[src/rtl/prng_checker_sat_counter.sv]
// Saturating up-counter with a synchronous clear that overrides increment.
// The count sticks at all-ones rather than wrapping back to zero.
module sat_counter #(
    parameter int W = 16
) (
    input  logic         Clk,
    input  logic         Reset,
    input  logic         inc,
    input  logic         clr,
    output logic [W-1:0] count
);

    // Clear wins over increment; increment stops once the counter is full.
    always_ff @(posedge Clk or posedge Reset) begin
        if (Reset) begin
            count <= '0;
        end else if (clr) begin
            count <= '0;
        end else if (inc && (count != {W{1'b1}})) begin
            count <= count + W'(1);
        end
    end

endmodule

[config.mk]
export PLATFORM = sky130hd
export DESIGN_NAME = sat_counter
export DESIGN_NICKNAME = d
export VERILOG_FILES = /design/src/rtl/prng_checker_sat_counter.sv
export SDC_FILE = /design/constraint.sdc
export NUM_CORES = 1
export LEC_CHECK = 0
export ABC_AREA = 1
export ABC_CLOCK_PERIOD_IN_PS = 4500
export CELL_PAD_IN_SITES_DETAIL_PLACEMENT = 1
export CELL_PAD_IN_SITES_GLOBAL_PLACEMENT = 1
export CORE_MARGIN = 2
export CORE_UTILIZATION = 36
export CTS_CLUSTER_SIZE = 8
export DETAILED_ROUTE_END_ITERATION = 10
export GPL_TIMING_DRIVEN = 0
export PLACE_DENSITY = 0.77
export SETUP_SLACK_MARGIN = 0.5
export SLEW_MARGIN = 10
export SYNTH_ARGS = -nofsm -noshare
export SYNTH_HDL_FRONTEND = slang
export SYNTH_SLANG_ARGS = --single-unit
[constraint.sdc]
create_clock -name Clk -period 4.5 [get_ports Clk]
set_clock_uncertainty 0.15 [all_clocks]
set_input_delay 0.675 -clock Clk [delete_from_list [all_inputs] [get_ports Clk]]
set_output_delay 0.675 -clock Clk [all_outputs]
set_load 0.1 [all_outputs]
# After elaboration in Yosys (flattened, before gate mapping)
# Index checks and enable logic that the tools add are counted.
[totals]
regBits = 16
inputBits = 4
out_inout_bits = 16
elab_cells = 7
[classes]
n_addsub = 1
eq_ne = 1
muxes = 2
n_reduce_logical = 2
[ops]
columns = ["operator", "n"]
rows = [
  ["2-to-1 mux 16 bit", 2],
  ["adder 16 x 1 -> 16 bit (second input constant)", 1],
  ["!= test 16 bit (second input constant)", 1],
  ["nonzero test 2 bit", 1],
  ["logical AND 1 bit", 1],
]

# Logic depth before layout (Yosys ltp)
[depth]
word_depth = 4
depth_mapped = 10
depth_no_buf = 9

# Worst setup path before layout
# Ideal clock, no wire load.
[synth_timing]
path_kind = "flip-flop to flip-flop"
from = "register count[1]"
to = "register count[11]"
setup_time_ns = 0.068
arrival_ns = 2.223
t_required_ns = 4.282
path_slack_ns = 2.059
stages_incl_launch_ff = 11
n_path_buf = 1
synth_period_minus_slack_ns = 2.441
path_cell_list = "dfrtp_1 > ha_1 > nand2_2 > nor2_8 > nand2_4 > nor2_4 > nor2_2 > nor2_4 > buf_6 > nand2_1 > nand2_1"
[synth_via]
elab_chain_cells = 3
elab_cells_between_ends = 6
classes_between = "add/sub (1); eq/ne (1); mux (2); reduce/logical (2)"
[synth_rtl]
columns = ["element", "line", "text"]
rows = [
  ["start: declaration", "10", "output logic [W-1:0] count"],
  ["start signal: assignment", "20", "count <= count + W'(1);"],
  ["adder 16 x 1 -> 16 bit or != test 16 bit (tied branches)", "20, 19", ""],
  ["2-to-1 mux 16 bit or logical AND 1 bit (tied branches)", "19", "end else if (inc && (count != {W{1'b1}})) begin"],
  ["2-to-1 mux 16 bit or nonzero test 2 bit (tied branches)", "--", ""],
]
# Parallel ways exist; a longest one is shown, timed or not. The select of a mux whose other input is x is not followed.
# A chain may end at the register's enable or synchronous reset.

# Worst setup path in the final report
[layout_timing]
from = "register count[4]"
to = "output count[4]"
# No word-level cell between the ends.

==> metrics.csv <==
metric;value;unit
Num CTS Buffers;3;
DR WL/cell;15.0;um
antenna-violating nets left;0;
CTS Buffer Depth;2;
CP required;3.67;ns
global placement routability congestion;0.792;
register-to-register setup slack;2.53;ns
Power Total;0.260;mW
post-synthesis simple-gate area fraction;0.492;
run status;finished, violations left;
Synth Area in Adders;0.0115;
Buf/Inv on CP;1;
total number of vias;1082;
HPWL Detailed;2400;um
CTS root buf;clkbuf_4;
core area;2810;um2
dominant cell type by area after synthesis;dfrtp_1;
Primary FF master, synth;dfrtp_1;
Yosys top cell area share;0.370;
Synth Cell Area;1080;um2
Gate Count Post-Synth;159;
Distinct cells, synth;24;
reg2reg end;count[3];
reg2reg path depth;9;
final layout net count;188;
largest net degree at the start of global routing;17;
Slowest cell on crit path;clkdlybuf4s50_1;
Reg-to-Reg Start;count[0];
layout cells sized above 1;0.0773;
worst min path class;flip-flop to flip-flop;
GRT Total Usage;0.205;
ys async rst share;1.00;
Fin Setup TNS;0;ns
Final Hold Viols;0;
Hold-fix buffers, CTS;0;
Critical Path AT;1.94;ns
Yosys warning count;0;
unrepaired setup endpoints after global routing;no;
total grt overflow;0;
final WL;3170;um
Leakage;0.670;nW
DR DRC count;2;
failing checks;design-rule violations;
commonest non-fill, non-tap cell in the layout;nand2_1;
initial detailed-routing violation count;35;
fin. max-slew vios;0;
dpl cells;209;
Critical Path End Type;primary output;
Final Instance Count excl. Fillers;212;
WHS Endpoint;count[1];
row cnt;19;
#FFs+latches synth;16;
P&R area growth vs syn;23.2;%
top cells by area, synth;dfrtp_1 (37%), nand2_1 (22%), nand4_1 (6.4%);
proportion of synthesized area in mux cells;0;
Worst-path clk slew;0.09;ns
FMAX;362;MHz
first-pass GRT wire length;5420;um
Post-CTS Resized;0;
CTS tree;yes;
number of synthesized flops with an enable pin;0;
Starting Density;0.386;
Worst VDD drop;0.000147;V
number of global-route vias before repair;1183;
Rel. slew slack;0.353;
First-pass DRT Iterations;7;
hold path depth;2;
initial antenna violation count;0;
# setup viols final;0;
final period utilization;0.614;
Reg with most FFs;count;
crit-path max cell delay;1.18;ns
cells along the critical path;clkdlybuf4s50_1;
worst hold start;count[1];
CP max FO;5;
Crit Path Class;flip-flop to primary output;
# H-tree levels;1;
Mean Syn Cell Area;6.81;um2
die width;58.9;um
n_diodes;0;
largest family of logic cells by synthesized area;simple AND/OR/NAND/NOR gates;
Top Registers;count (16);
CP top delay family;buffers and inverters;
IO buf count;19;
Clock Latency Late Sink;0.29;ns
Syn Nets;164;
Pwr Density;195;nW/um2
Num Clock Sinks;16;
Largest register FFs;16;
Vias/cell;5.10;
CP Launch Type;flip-flop;
post-CTS setup buffer count;0;
Compound-Gate Fraction of Synth Area;0.0139;
fin crit period;2.76;ns
max_cap viols;0;
Die Area;3460;um2
Die H;58.9;um
most frequent cells in the layout;nand2_1 (64), clkdlybuf4s50_1 (19), inv_1 (16), nor2_1 (16), dfrtp_1 (16);
Synth Area in XOR/XNOR;0.0323;
io pins;20;
slew at the pin with the worst max-slew slack;0.968;ns
register area share after synthesis;0.370;
==> worst max path at each step <==
| stage | startpoint | to | slack (ns) | cells past startpoint |
|---|---|---|---|---|
| final | count[4] | count[4] | 1.74 | 1 |
| after global routing | count[4] | count[4] | 1.67 | 1 |
| after CTS | count[7] | count[7] | 1.72 | 1 |
| after detailed placement | count[7] | count[7] | 2.05 | 1 |
| after global placement | count[4] | count[4] | 2.05 | 1 |
| after floorplan | count[1] | count[11] | 2.06 | 10 |
==> synthesized netlist by cell type (2+ instances only) <==
cell and instances:
dfrtp_1 16, inv_1 16, nand2_1 64, nand3_1 12
nand3b_1 2, nand4_1 11, nor2_1 16, nor2_2 2
nor2_4 3, xnor2_1 2, xor2_1 2
==> area by class of cell <==
type	count	area, um2
fill	370	1470
clock buffer	3	22.5
timing repair buffer	19	190
tap	31	38.8
buffer	3	20.0
multi-input combinational	122	596
sequential	16	400
inverter	18	67.6
==> layer usage <==
layer	wire length [um]	global-route usage	up-vias
met4	43	0.0357	0
met1	1500	0.266	514
met2	1540	0.352	17
met3	90	0.0462	4
met5	0	0	-
li1	-	-	547
==> report_power, final <==
part	switching [mW]	internal, mW
Combinational	0.0271	0.00921
Clock	0.0452	0.0311
Sequential	0.00214	0.145
Total	0.0744	0.186
==> per-stage QoR <==
step	hold WS [ns]	area [um2]	setup WS [ns]	util
floorplan	0.439	1080	2.06	-
global placement	0.391	1310	2.05	0.468
detailed placement	0.401	1310	2.05	0.468
CTS	0.423	1340	1.72	0.476
global route	0.463	1340	1.67	0.476
finish	0.419	1340	1.74	0.476
==> kinds of logic after synthesis <==
family,after synthesis
flip-flops,16
buffers and inverters,21
adder cells (fa/ha/maj),1
XOR/XNOR,4
AO/OA/AOI/OAI,3
AND/OR/NAND/NOR,114
Note: power is estimated with default switching activity, not from simulation.
